File: config.mk
export PLATFORM = sky130hd
export DESIGN_NAME = ddr_req_arbiter
export DESIGN_NICKNAME = d
export VERILOG_FILES = /design/src/rtl/mcu_ddr_pkg.sv /design/src/rtl/rr_pick3.sv /design/src/rtl/ddr_req_arbiter.sv
export SDC_FILE = /design/constraint.sdc
export NUM_CORES = 1
export LEC_CHECK = 0
export ABC_AREA = 0
export CORE_MARGIN = 2
export CORE_UTILIZATION = 30
export DETAILED_ROUTE_END_ITERATION = 6
export GPL_ROUTABILITY_DRIVEN = 0
export GPL_TIMING_DRIVEN = 1
export PLACE_DENSITY = 0.76
export SLEW_MARGIN = 0
export SYNTH_ARGS = -nofsm -noshare
export SYNTH_HDL_FRONTEND = slang
export SYNTH_SLANG_ARGS = --single-unit
File: constraint.sdc
create_clock -name clk_166M66 -period 2.1 [get_ports clk_166M66]
set_input_delay 0.63 -clock clk_166M66 [delete_from_list [all_inputs] [get_ports clk_166M66]]
set_output_delay 0.63 -clock clk_166M66 [all_outputs]
set_load 0.01 [all_outputs]
File: src/rtl/mcu_ddr_pkg.sv
// Shared MCU/DDR definitions: arbiter state encodings, controller command codes, requester indices.
package mcu_ddr_pkg;

  typedef enum logic [1:0] {
    ST_IDLE  = 2'd0,
    ST_ISSUE = 2'd1,
    ST_XFER  = 2'd2,
    ST_DONE  = 2'd3
  } state_t;

  localparam logic [2:0] DDR_CMD_WRITE = 3'b000;
  localparam logic [2:0] DDR_CMD_READ  = 3'b001;

  localparam logic [1:0] REQ_PSC = 2'd0;
  localparam logic [1:0] REQ_DSC = 2'd1;
  localparam logic [1:0] REQ_L2  = 2'd2;

endpackage

File: src/rtl/rr_pick3.sv
// Combinational 3-way round-robin selector; zero latency, no flow control.
// Priority order is ptr+1, ptr+2, ptr (mod 3); gnt is one-hot or zero.
module rr_pick3 (
  input  logic [2:0] req,
  input  logic [1:0] ptr,
  output logic [2:0] gnt,
  output logic [1:0] index
);

  always_comb begin
    logic [2:0] cand;
    gnt   = '0;
    index = '0;
    cand  = '0;
    // Walk lowest priority first so the last hit is the highest-priority requester.
    for (int k = 3; k >= 1; k--) begin
      cand = {1'b0, ptr} + 3'(k);
      if (cand >= 3'd3) cand = cand - 3'd3;
      if (cand >= 3'd3) cand = cand - 3'd3;
      if (req[cand[1:0]]) begin
        gnt   = 3'b001 << cand[1:0];
        index = cand[1:0];
      end
    end
  end

endmodule

File: src/rtl/ddr_req_arbiter.sv
// Round-robin owner of the DDR3 user port for psc/dsc/l2; grant one cycle after a request is sampled.
// Command held until i_ddr_op_rdy; burst paced by i_ddr_beat_vld; i_ddr_ready low aborts to IDLE.
module ddr_req_arbiter
  import mcu_ddr_pkg::*;
#(
  parameter int BURST_LENTH = 8,
  parameter int ADDR_W      = 28,
  parameter int NUM_REQ     = 3
) (
  input  logic                      clk_166M66,
  input  logic                      mcu_sys_rst,
  input  logic                      i_ddr_ready,
  input  logic [NUM_REQ-1:0]        i_req,
  input  logic [NUM_REQ-1:0]        i_rw,
  input  logic [NUM_REQ*ADDR_W-1:0] i_addr,
  output logic [NUM_REQ-1:0]        o_grant,
  output logic [NUM_REQ-1:0]        o_done,
  output logic                      o_ddr_op_en,
  output logic [2:0]                o_ddr_op_cmd,
  output logic [ADDR_W-1:0]         o_ddr_op_addr,
  input  logic                      i_ddr_op_rdy,
  input  logic                      i_ddr_beat_vld,
  output logic                      o_busy
);

  localparam int BEAT_W = $clog2(BURST_LENTH);
  localparam logic [BEAT_W-1:0] LAST_BEAT = BEAT_W'(BURST_LENTH - 1);

  state_t              state, state_nxt;
  logic [1:0]          rr_ptr;
  logic [BEAT_W-1:0]   beat_cnt;
  logic [NUM_REQ-1:0]  grant_q;
  logic [2:0]          cmd_q;
  logic [ADDR_W-1:0]   addr_q;
  logic [2:0]          pick_gnt;
  logic [1:0]          pick_idx;
  logic                do_grant, do_accept, do_beat, do_release;

  rr_pick3 u_pick (
    .req   (i_req),
    .ptr   (rr_ptr),
    .gnt   (pick_gnt),
    .index (pick_idx)
  );

  always_ff @(posedge clk_166M66) begin
    if (mcu_sys_rst) state <= ST_IDLE;
    else             state <= state_nxt;
  end

  always_comb begin
    state_nxt   = state;
    do_grant    = 1'b0;
    do_accept   = 1'b0;
    do_beat     = 1'b0;
    do_release  = 1'b0;
    o_ddr_op_en = (state == ST_ISSUE);
    o_busy      = (state != ST_IDLE);
    o_done      = (state == ST_DONE) ? grant_q : '0;
    // Losing calibration wins over any handshake in the same cycle.
    case (state)
      ST_IDLE: begin
        if (i_ddr_ready && |i_req) begin
          state_nxt = ST_ISSUE;
          do_grant  = 1'b1;
        end
      end
      ST_ISSUE: begin
        if (!i_ddr_ready) begin
          state_nxt  = ST_IDLE;
          do_release = 1'b1;
        end else if (i_ddr_op_rdy) begin
          state_nxt = ST_XFER;
          do_accept = 1'b1;
        end
      end
      ST_XFER: begin
        if (!i_ddr_ready) begin
          state_nxt  = ST_IDLE;
          do_release = 1'b1;
        end else if (i_ddr_beat_vld) begin
          do_beat = 1'b1;
          if (beat_cnt == LAST_BEAT) state_nxt = ST_DONE;
        end
      end
      ST_DONE: begin
        state_nxt  = ST_IDLE;
        do_release = 1'b1;
      end
      default: state_nxt = ST_IDLE;
    endcase
  end

  always_ff @(posedge clk_166M66) begin
    if (mcu_sys_rst) begin
      rr_ptr   <= REQ_L2;
      beat_cnt <= '0;
      grant_q  <= '0;
      cmd_q    <= '0;
      addr_q   <= '0;
    end else begin
      if (do_grant) begin
        grant_q <= pick_gnt;
        rr_ptr  <= pick_idx;
        cmd_q   <= i_rw[pick_idx] ? DDR_CMD_WRITE : DDR_CMD_READ;
        addr_q  <= i_addr[int'(pick_idx)*ADDR_W +: ADDR_W];
      end
      if (do_release) grant_q <= '0;
      if (do_accept)  beat_cnt <= '0;
      if (do_beat)    beat_cnt <= beat_cnt + BEAT_W'(1);
    end
  end

  assign o_grant       = grant_q;
  assign o_ddr_op_cmd  = cmd_q;
  assign o_ddr_op_addr = addr_q;

endmodule

# Yosys cells after proc, flatten, opt, wreduce, memory -nomap -nowiden
# Index checks and enable logic that the tools add are counted.
[totals]
regBits = 41
out_inout_bits = 39
input_bits = 95
ramBits = 0
elab_cells = 88
mem_bits_ro = 0
latchBits = 0
mem_count = 0
[classes]
magnitude_cmp = 10
div_mod_pow = 0
shifts = 4
reduce_logical = 8
mul = 1
bitwise = 0
add_sub_neg = 10
n_eq_ne = 8
n_mux = 41
[op_table]
columns = ["op", "n"]
rows = [
  ["84-bit by 8-bit indexed part select with 28-bit output", 1],
  ["3-bit 2-to-1 mux", 9],
  ["2-bit 2-to-1 mux", 12],
  ["3-bit by 2-bit >= comparator with 1-bit output (second input constant)", 6],
  ["1-bit 2-to-1 mux", 14],
  ["2-bit by 3-bit < comparator with 1-bit output (second input constant)", 4],
  ["1-bit by 2-bit << shifter with 3-bit output (first input constant)", 3],
  ["3-bit by 2-bit subtractor with 3-bit output (second input constant)", 3],
  ["1-bit binary-select mux with 2-bit select", 4],
  ["2-bit one-hot mux with 4 select lines", 1],
  ["2-bit by 2-bit adder with 3-bit output (second input constant)", 2],
  ["3-bit != test (second input constant)", 2],
  ["2-bit subtractor (second input constant)", 3],
  ["2-bit by 3-bit multiplier with 5-bit output (second input constant)", 1],
  ["2-bit equality test (second input constant)", 2],
  ["4-bit AND reduction", 1],
  ["2-bit nonzero test", 2],
  ["2-bit OR reduction", 2],
  ["2-bit by 1-bit adder with 3-bit output (second input constant)", 1],
  ["3-bit by 1-bit adder with 3-bit output (second input constant)", 1],
  ["3-bit equality test (second input constant)", 1],
  ["3-bit by 2-bit != test with 1-bit output (second input constant)", 1],
  ["3-bit OR reduction", 1],
  ["2-bit by 1-bit equality test with 1-bit output (second input constant)", 1],
  ["other kinds (4)", 4],
]

# Depth between registers and ports, before layout
# Gate-level depths: netlist (run 1).
[logic_depth]
depth_word = 13
depth_mapped = 10

# By module
# Synthesis (run 1) repeated with hierarchy kept, for this count alone.
[hier_totals]
cells_unflattened = 309
area_unflattened_um2 = 2504.9
[by_module_without_submodules]
columns = ["module", "area_per_inst_um2", "cells_per_inst", "seq_area_each_um2", "instances"]
rows = [
  ["ddr_req_arbiter", 2170.8, 265, 780.7, 1],
  ["rr_pick3", 334.1, 44, 0.0, 1],
]

# Worst setup path after synthesis (run 1)
# OpenSTA, ideal clock, no wires.
[synth_timing]
path_kind = "register to register"
startpoint = "register rr_ptr[0]"
endpoint = "register addr_q[17], in the netlist o_ddr_op_addr[17]"
n_path_buf = 3
synth_period_minus_slack_ns = 2.151
path_stages_with_launch = 11
path_slack_ns = -0.051
required_time_ns = 1.964
arrival_time_ns = 2.014
path_cell_list = "dfxtp_1 -> inv_1 -> ha_1 -> buf_4 -> nand3b_2 -> and2_4 -> a311o_1 -> buf_4 -> buf_6 -> nand3_1 -> a41oi_2"
[synth_between]
elab_chain_cells = 12
word_cells_on_any_way = 32
classes_between = "add/sub: 9; mul: 1; order compare: 6; shift: 1; mux: 15"
[synth_rtl]
columns = ["item", "line", "source"]
rows = [
  ["from (decl)", "ddr_req_arbiter.sv:30", "logic [1:0] rr_ptr;"],
  ["from (signal assigned)", "ddr_req_arbiter.sv:104", "rr_ptr <= pick_idx;"],
  ["2-bit by 2-bit adder with 3-bit output", "rr_pick3.sv:17", "cand = {1'b0, ptr} + 3'(k);"],
  ["3-bit by 2-bit subtractor with 3-bit output / 3-bit by 2-bit >= comparator with 1-bit output (equally long branches)", "rr_pick3.sv:18", "if (cand >= 3'd3) cand = cand - 3'd3;"],
  ["3-bit 2-to-1 mux", "rr_pick3.sv:18", ""],
  ["3-bit by 2-bit >= comparator with 1-bit output / 2-bit subtractor (equally long branches)", "rr_pick3.sv:19", "if (cand >= 3'd3) cand = cand - 3'd3;"],
  ["2-bit 2-to-1 mux", "rr_pick3.sv:19", ""],
  ["1-bit binary-select mux with 2-bit select", "rr_pick3.sv:20", "if (req[cand[1:0]]) begin"],
  ["1-bit 2-to-1 mux (not written as such)", "rr_pick3.sv:20", ""],
  ["2-bit 2-to-1 mux (2 in a row)", "rr_pick3.sv:20", ""],
  ["2-bit 2-to-1 mux *", "rr_pick3.sv:20", ""],
  ["2-bit by 3-bit multiplier with 5-bit output *", "ddr_req_arbiter.sv:106", "addr_q <= i_addr[int'(pick_idx)*ADDR_W +: ADDR_W];"],
  ["84-bit by 8-bit indexed part select with 28-bit output *", "ddr_req_arbiter.sv:106", ""],
  ["to (signal assigned)", "ddr_req_arbiter.sv:106", ""],
  ["to (decl)", "ddr_req_arbiter.sv:34", "logic [ADDR_W-1:0] addr_q;"],
]
# Every way passes the cells marked *; elsewhere a longest branch is shown, timed or not. The select of a mux whose other input is x is not followed.
# A chain may end at the register's enable or synchronous reset.

# Worst setup path after layout (run 1)
[layout_timing]
startpoint = "register rr_ptr[0]"
endpoint = "register addr_q[24], in the netlist o_ddr_op_addr[24]"
# The elaborated chain is that of the path after synthesis.

==> results of run 1 <==
## final timing paths
check	slack, ns	cells past startpoint	from	end
worst min register to register	0.47	2	o_grant[0]$_SDFFE_PP0P_	o_grant[0]$_SDFFE_PP0P_
worst max-delay path	0.02	9	rr_ptr[0]$_SDFFE_PP0P_	o_ddr_op_addr[24]$_SDFFE_PP0P_
worst max register to register	0.02	9	rr_ptr[0]$_SDFFE_PP0P_	o_ddr_op_addr[24]$_SDFFE_PP0P_
worst min-delay path	0.47	2	o_grant[0]$_SDFFE_PP0P_	o_grant[0]$_SDFFE_PP0P_
## power by group
group          internal (W)  switching, W  leakage [nW]
logic              0.000946      0.000920          1.54
registers          0.000839     0.0000564         0.323
clock network      0.000234      0.000271        0.0422
## critical path, delay by kind of cell, from the launching register on
family	cells	cell delay (ns)
flip-flops	1	0.39
AND/OR/NAND/NOR	3	0.35
buffers and inverters	3	0.36
AO/OA/AOI/OAI	2	0.57
adder cells (fa/ha/maj)	1	0.29
## cells in the final DEF (no fill, tap or decap), types with 9 or more instances in the layout
| cell | netlist | final |
|---|---|---|
| clkdlybuf4s50_1 | 0 | 123 |
| nor2_1 | 66 | 65 |
| nand2_1 | 65 | 60 |
| dfxtp_1 | 39 | 35 |
| buf_4 | 6 | 34 |
| a41oi_2 | 10 | 28 |
| o21ai_0 | 27 | 27 |
| nand3_2 | 0 | 18 |
| buf_6 | 2 | 10 |
| nand3_1 | 30 | 9 |
## per-layer routing
layer	part of all wire [%]	GRT usage (%)	vias to the layer above
met5	0	0	-
met4	1.9	6.639	0
met3	6.5	4.681	19
met2	51	36.37	136
met1	40	22.10	1643
li1	-	-	1631
## registers in the layout, summed over array words and instances (netlist names)
| signal | flops |
|---|---|
| beat_cnt | 3 |
| o_ddr_op_addr | 28 |
| o_ddr_op_cmd | 1 |
| o_grant | 3 |
| rr_ptr | 2 |
| state | 2 |
## what timing repair did
item / CTS / global route
buffers inserted: 2 / 8
pin swaps: 2 / 40
gates cloned: 3 / 2
resized for setup: 25 / 77
setup endpoints to repair: 38 / 31
## cell families after synthesis
logic type | share of synthesized area, %
buffers and inverters | 6.837
multiplexers | 2.233
adder cells (fa/ha/maj) | 5.116
other | 0.1394
AO/OA/AOI/OAI | 26.84
flip-flops | 29.02
AND/OR/NAND/NOR | 29.81
## metrics by stage
step           power, W  setup WS, ns  utilization (%)
2_1_floorplan  0.001660       0.02034                -
3_3_place_gp   0.002328       -0.4954            50.13
6_report       0.003266       0.01616            57.23
4_1_cts        0.002972       0.02033            52.11
3_5_place_dp   0.002369       -0.5780            50.13
5_1_grt        0.003452      -0.06272            57.23
## layout make-up
type                    instances  area, µm²  area share, %
inverters                       7      26.28         0.5264
well taps                     108      135.1          2.707
multi-input cells             294       2092          41.92
clock buffers                   7      76.32          1.529
flip-flops and latches         39      788.3          15.79
repair buffers                185       1868          37.43
clock inverters                 1      5.005         0.1003
==> results.py, run 1 <==
metrics = {
    "worst_setup_path": {
        "critPathArrivalTime_ns": 2.25,
        "max_stage_delay_ns": 0.46,
        "critPathLaunchType": "flip-flop",
        "cp.required_ns": 2.27,
        "endpoint_kind": "flip-flop",
        "crit_slowest_cell": "a311o_2",
        "path_max_fanout": 7,
        "path_cells": "inv_2 > ha_4 > buf_4 > nand3b_4 > and2_4 > a311o_2 > buf_6 > nand3_1 > a41oi_2",
        "worstSetupPathType": "flip-flop to flip-flop",
    },
    "worst_hold_path": {
        "hp-class": "flip-flop to flip-flop",
    },
    "synthesis": {
        "syn_inst": 369,
        "synth_top_cell_area_share_pct": 29.02,
        "syn_area_um2": 2690,
        "synth_top_cell_by_area": "dfxtp_1",
        "ys_top_cells_by_area": "dfxtp_1, nor2_1, nand2_1",
        "ys.flop_type": "dfxtp_1",
        "async_flop_share_pct": 0,
        "synth_cell_types": 49,
        "ys_seq_area_share_pct": 29.02,
        "netlist_top_cells_count": "nor2_1, nand2_1, dfxtp_1, nand3_1, o21ai_0",
        "synth_edf_count": 0,
        "ys_warn_count": 0,
        "avgSynthCellArea_um2": 7.290,
        "synth_most_common_cell": "nor2_1",
        "synth_seq_cells": 39,
    },
    "sta": {
        "finalHoldViolCount": 0,
        "fmax_ghz": 0.4799,
        "final_max_slew_viol_count": 0,
        "period_share_pct": 99.23,
        "clock_skew_ns": 0.003980,
        "setup_violations": 0,
        "rsz0062_at_grt": "true",
        "fin_hold_ws_ns": 0.4705,
        "tns_ns": 0,
        "period_minus_slack_ns": 2.084,
    },
    "drt": {
        "ant_nets": 0,
        "via_count": 3429,
        "drc": 0,
        "wl_per_cell_um": 16.89,
        "dr.pass1.iters": 4,
        "routed_wl_mm": 10.83,
        "via_per_inst": 5.349,
        "drt_iter0_drc": 170,
    },
    "finish": {
        "antenna_cells": 0,
        "drive_above_1_share_pct": 26.64,
        "syn2layout_area_growth_pct": 85.54,
        "fill_cells": 794,
        "final_nets": 638,
        "fin_cells": 641,
        "design_area_um2": 4991,
    },
    "floorplanning": {
        "coreArea_um2": 8721,
        "rows": 34,
        "io-pin-count": 134,
        "start_util_pct": 30.85,
        "die_h_um": 98.70,
        "die_x_um": 98.70,
        "dieArea_um2": 9741,
    },
    "global_route": {
        "first_global_vias": 3440,
        "grt_use_total_pct": 19.70,
        "grt_max_degree": 30,
        "antenna_found_initial": 0,
        "grt_pass1_wl_mm": 15.82,
        "gr-total-overflow": 0,
    },
    "power": {
        "p_leak_nw": 1.902,
        "powerDensity_nw_per_um2": 654.3,
        "ir_drop_v": 0.0002708,
    },
    "clock_network": {
        "clk_latency_ns": 0.29,
        "clkTransAtPathRegs_ns": 0.08,
        "numClockSinks": 39,
        "cts-buffers-inserted": 5,
        "holdBufCountCts": 0,
        "cts_buffer_depth": 2,
        "cts_tree": "done",
        "cts_root_buf": "clkbuf_8",
        "htree_levels": 2,
    },
    "flow_run": {
        "max-cap-violations": 0,
    },
    "placement": {
        "place_area_um2": 4372,
        "dp.cells": 619,
        "post-dp-hpwl_mm": 7.134,
        "portBuffers": 131,
    },
    "outcome": {
        "run_status": "finished, final reports clean",
    },
}
Power figures use the tool's default switching activity.
==> inputs of run 2 (changes only) <==
clock period = 1.8 ns   (was 2.1 ns; I/O delays follow)
==> results.py, run 2 (same netlist as run 1, synthesis figures left out) <==
metrics = {
    "outcome": {
        "violations": "setup timing",
        "run_status": "complete, but fails checks",
    },
    "floorplanning": {
        "coreArea_um2": 8721,
        "io-pin-count": 134,
        "dieArea_um2": 9741,
        "start_util_pct": 30.85,
        "rows": 34,
        "die_h_um": 98.70,
        "die_x_um": 98.70,
    },
    "worst_setup_path": {
        "crit_buf_inv": 4,
        "endpoint_kind": "flip-flop",
        "crit_slowest_cell": "dfxtp_4",
        "crit_top_cell": "buf_6",
        "worstSetupPathType": "flip-flop to flip-flop",
        "cp.required_ns": 1.97,
        "path_cells": "inv_4 > ha_4 > buf_6 > or2_4 > a311o_1 > buf_6 > buf_8 > nand3_2 > a41oi_2",
        "critPathArrivalTime_ns": 2.27,
        "critPathLaunchType": "flip-flop",
        "path_max_fanout": 7,
        "max_stage_delay_ns": 0.39,
        "crit_family": "compound AO/OA/AOI/OAI gates",
    },
    "sta": {
        "final_max_slew_viol_count": 0,
        "setup_violations": 33,
        "rsz0062_at_grt": "true",
        "fin_ws_ns": -0.2933,
        "finalHoldViolCount": 0,
        "period_minus_slack_ns": 2.093,
        "fin_hold_ws_ns": 0.4710,
        "clock_skew_ns": 0.01053,
        "period_share_pct": 116.3,
        "fmax_ghz": 0.4777,
    },
    "global_route": {
        "first_global_vias": 3560,
        "grt_max_degree": 30,
        "grt_pass1_wl_mm": 17.32,
        "grt_use_total_pct": 21.76,
        "antenna_found_initial": 0,
        "gr-total-overflow": 0,
    },
    "clock_network": {
        "cts_root_buf": "clkbuf_8",
        "htree_levels": 2,
        "cts_tree": "done",
        "cts_buffer_depth": 2,
        "cts-buffers-inserted": 5,
        "clk_latency_ns": 0.30,
        "clkTransAtPathRegs_ns": 0.08,
        "numClockSinks": 39,
        "holdBufCountCts": 0,
    },
    "finish": {
        "drive_above_1_share_pct": 35.12,
        "seqCellArea_um2": 790.8,
        "fill_cells": 719,
        "antenna_cells": 0,
        "largest_reg_flops": 28,
        "fin_util_pct": 61.19,
        "final_common_cell": "clkdlybuf4s50_1",
        "multi_input_area_um2": 2323,
        "syn2layout_area_growth_pct": 98.37,
        "final_cell_mix": "clkdlybuf4s50_1, nor2_1, nand2_1, buf_4, dfxtp_1",
        "final_nets": 646,
    },
    "flow_run": {
        "max-cap-violations": 0,
    },
    "worst_hold_path": {
        "hp-class": "flip-flop to flip-flop",
    },
    "drt": {
        "drc": 0,
        "via_count": 3422,
        "wl_per_cell_um": 17.24,
        "routed_wl_mm": 11.19,
        "via_per_inst": 5.273,
        "ant_nets": 0,
        "dr.pass1.iters": 4,
        "drt_iter0_drc": 150,
    },
    "power": {
        "seqPwrFrac_pct": 24.1,
        "p_int_w": 0.002739,
        "ir_drop_v": 0.0003971,
        "switching_share_pct": 37.15,
        "clkPwrFrac_pct": 21.0,
        "power.share.combinational_pct": 54.8,
        "power.total_w": 0.004358,
        "p_sw_w": 0.001619,
        "p_leak_nw": 2.012,
        "powerDensity_nw_per_um2": 816.6,
    },
    "placement": {
        "portBuffers": 131,
        "pre_cts_slack_ns": -0.6998,
        "post-dp-hpwl_mm": 7.112,
    },
}
run 2: stage by stage:
| step | instance area (µm²) | cells | setup TNS (ns) |
|---|---|---|---|
| after floorplan | 2801 | 370 | -1.487 |
| after CTS | 5130 | 643 | -6.091 |
| after global routing | 5336 | 649 | -9.546 |
| after global placement | 4428 | 620 | -20.88 |
| after detailed placement | 4428 | 620 | -22.32 |
| final | 5336 | 649 | -8.005 |
run 2: worst min-delay path, stage by stage, from the launching register on:
cell,delay (ns)
dfxtp_1,0.32
nand2_1,0.05
a21oi_1,0.05
run 2: layout make-up:
| class | instances | area share, % |
|---|---|---|
| Timing Repair Buffer | 193 | 35.97 |
| Sequential cell | 39 | 14.82 |
| Tap cell | 108 | 2.532 |
| Clock buffer | 5 | 1.290 |
| Inverter | 7 | 0.5862 |
| Clock inverter | 3 | 1.266 |
| Multi-Input combinational cell | 294 | 43.54 |
run 2: repair_timing:
action                     in CTS  in global routing
gates resized for setup       122                 44
setup buffers                  11                  8
setup endpoints to repair      38                 37
pin swaps                      51                 29
gates cloned                    4                  0
run 2: per-layer routing:
metal / GRT usage, % / part of all wire [%]
met1: 24.91 / 41
met2: 40.24 / 53
met3: 4.610 / 4.8
met4: 6.849 / 0.87
met5: 0 / 0
run 2: power by group through the flow:
| stage | Sequential [W] | Combinational, W | Clock (W) |
|---|---|---|---|
| after floorplan | 0.00111 | 0.000897 | 0 |
| after global placement | 0.00106 | 0.00169 | 0 |
| after detailed placement | 0.00107 | 0.00172 | 0 |
| after CTS | 0.00105 | 0.00220 | 0.000923 |
| after global routing | 0.00106 | 0.00254 | 0.000953 |
| final | 0.00105 | 0.00239 | 0.000917 |
run 2: final timing paths:
| path | startpoint | end | slack, ns | depth (start not counted) |
|---|---|---|---|---|
| worst max register to register | rr_ptr[0]$_SDFFE_PP0P_ | o_ddr_op_addr[0]$_SDFFE_PP0P_ | -0.29 | 9 |
| worst max-delay path | rr_ptr[0]$_SDFFE_PP0P_ | o_ddr_op_addr[0]$_SDFFE_PP0P_ | -0.29 | 9 |
| worst min-delay path | o_grant[1]$_SDFFE_PP0P_ | o_grant[1]$_SDFFE_PP0P_ | 0.47 | 2 |
| worst min register to register | o_grant[1]$_SDFFE_PP0P_ | o_grant[1]$_SDFFE_PP0P_ | 0.47 | 2 |
==> inputs of run 3 (changes only) <==
CORE_MARGIN = 4   (was 2)
==> results.py, run 3 (same netlist as run 1, synthesis figures left out) <==
metrics = {
    "outcome": {
        "run_status": "complete, but fails checks",
        "violations": "setup timing",
    },
    "floorplanning": {
        "rows": 34,
        "coreArea_um2": 8721,
        "die_x_um": 102.7,
        "dieArea_um2": 10550,
        "start_util_pct": 30.85,
        "die_h_um": 102.7,
        "io-pin-count": 134,
    },
    "drt": {
        "drt_iter0_drc": 145,
        "routed_wl_mm": 11.82,
        "dr.pass1.iters": 5,
        "wl_per_cell_um": 18.13,
        "ant_nets": 0,
        "via_per_inst": 5.397,
        "via_count": 3519,
        "drc": 0,
    },
    "sta": {
        "finalHoldViolCount": 0,
        "rsz0062_at_grt": "true",
        "fmax_ghz": 0.4818,
        "fin_ws_ns": -0.2755,
        "fin_hold_ws_ns": 0.4729,
        "clock_skew_ns": 0.01009,
        "tns_ns": -7.292,
        "setup_violations": 33,
        "period_minus_slack_ns": 2.075,
        "period_share_pct": 115.3,
        "final_max_slew_viol_count": 0,
    },
    "power": {
        "ir_drop_v": 0.0003955,
        "p_leak_nw": 1.990,
        "powerDensity_nw_per_um2": 765.7,
    },
    "global_route": {
        "grt_pass1_wl_mm": 17.08,
        "grt_use_met2_pct": 39.23,
        "first_global_vias": 3617,
        "grt.busiest_layer": "met2",
        "grt_use_met3_pct": 3.924,
        "gr-total-overflow": 0,
        "antenna_found_initial": 0,
        "grt_max_degree": 26,
        "grt_use_total_pct": 20.38,
        "grt_util_met1_pct": 22.86,
    },
    "clock_network": {
        "htree_levels": 2,
        "cts-buffers-inserted": 5,
        "cts_root_buf": "clkbuf_8",
        "clkTransAtPathRegs_ns": 0.08,
        "clk_latency_ns": 0.30,
        "cts_buffer_depth": 2,
        "numClockSinks": 39,
        "holdBufCountCts": 0,
        "cts_tree": "done",
    },
    "placement": {
        "portBuffers": 131,
        "post-dp-hpwl_mm": 7.684,
    },
    "worst_hold_path": {
        "hp-class": "flip-flop to flip-flop",
    },
    "worst_setup_path": {
        "critPathArrivalTime_ns": 2.28,
        "worstSetupPathType": "flip-flop to flip-flop",
        "path_max_fanout": 7,
        "endpoint_kind": "flip-flop",
        "cp.required_ns": 2.00,
        "critPathLaunchType": "flip-flop",
    },
    "finish": {
        "antenna_cells": 0,
        "final_common_cell": "clkdlybuf4s50_1",
        "syn2layout_area_growth_pct": 97.49,
        "final_nets": 650,
        "largest_reg_flops": 28,
        "final_cell_mix": "clkdlybuf4s50_1, nor2_1, nand2_1, buf_4, dfxtp_1",
        "fill_cells": 688,
        "drive_above_1_share_pct": 35.11,
    },
    "flow_run": {
        "max-cap-violations": 0,
    },
}
==> run 3: stage by stage <==
step	cell area [µm²]	utilization [%]	worst slack, ns	power (W)	cells
after floorplan	2801	-	-0.1108	0.002003	370
after global placement	4463	51.18	-0.6836	0.002760	628
after detailed placement	4463	51.18	-0.7421	0.002805	628
after CTS	4945	56.70	-0.2235	0.003707	643
after global routing	5313	60.92	-0.3655	0.004264	652
final	5313	60.92	-0.2755	0.004068	652
==> run 3: layout make-up <==
| type | instances | area [µm²] | area share (%) |
|---|---|---|---|
| Inverter | 7 | 28.78 | 0.5417 |
| Sequential cell | 39 | 790.8 | 14.88 |
| Multi-Input combinational cell | 294 | 2330 | 43.85 |
| Clock buffer | 6 | 82.58 | 1.554 |
| Tap cell | 108 | 135.1 | 2.544 |
| Clock inverter | 1 | 5.005 | 0.09421 |
| Timing Repair Buffer | 197 | 1941 | 36.53 |
==> run 3: path summary, 6_finish.rpt <==
path / from / endpoint / slack, ns / cells after the start
worst max-delay path: rr_ptr[0]$_SDFFE_PP0P_ / o_ddr_op_cmd[0]$_SDFFE_PP0P_ / -0.28 / 10
worst min-delay path: o_grant[1]$_SDFFE_PP0P_ / o_grant[1]$_SDFFE_PP0P_ / 0.47 / 2
worst max register to register: rr_ptr[0]$_SDFFE_PP0P_ / o_ddr_op_cmd[0]$_SDFFE_PP0P_ / -0.28 / 10
worst min register to register: o_grant[1]$_SDFFE_PP0P_ / o_grant[1]$_SDFFE_PP0P_ / 0.47 / 2
==> run 3: layer usage <==
metal  wire length [µm]  part of all wire (%)
met1               4471                    38
met2               6295                    53
met3                772                   6.5
met4                281                   2.4
met5                  0                     0
==> run 3: worst max-delay path: stages (launching register included) <==
cell       delay (ns)
dfxtp_4          0.38
buf_6            0.10
ha_4             0.17
mux2i_2          0.23
o2bb2ai_2        0.12
buf_4            0.16
a311oi_4         0.27
buf_6            0.19
buf_12           0.15
o2111ai_2        0.11
o311ai_2         0.10
==> run 3: repair_timing <==
action,4_1_cts,5_1_grt
resized for setup,79,83
cloned,2,3
buffers inserted,7,6
setup endpoints to repair,41,41
pin swaps,29,36
==> run 3: report_power, final <==
group	leakage (nW)	switching [W]	internal [W]
clock	0.0470	0.000335	0.000302
sequential	0.323	0.0000768	0.000980
combinational	1.62	0.00119	0.00118
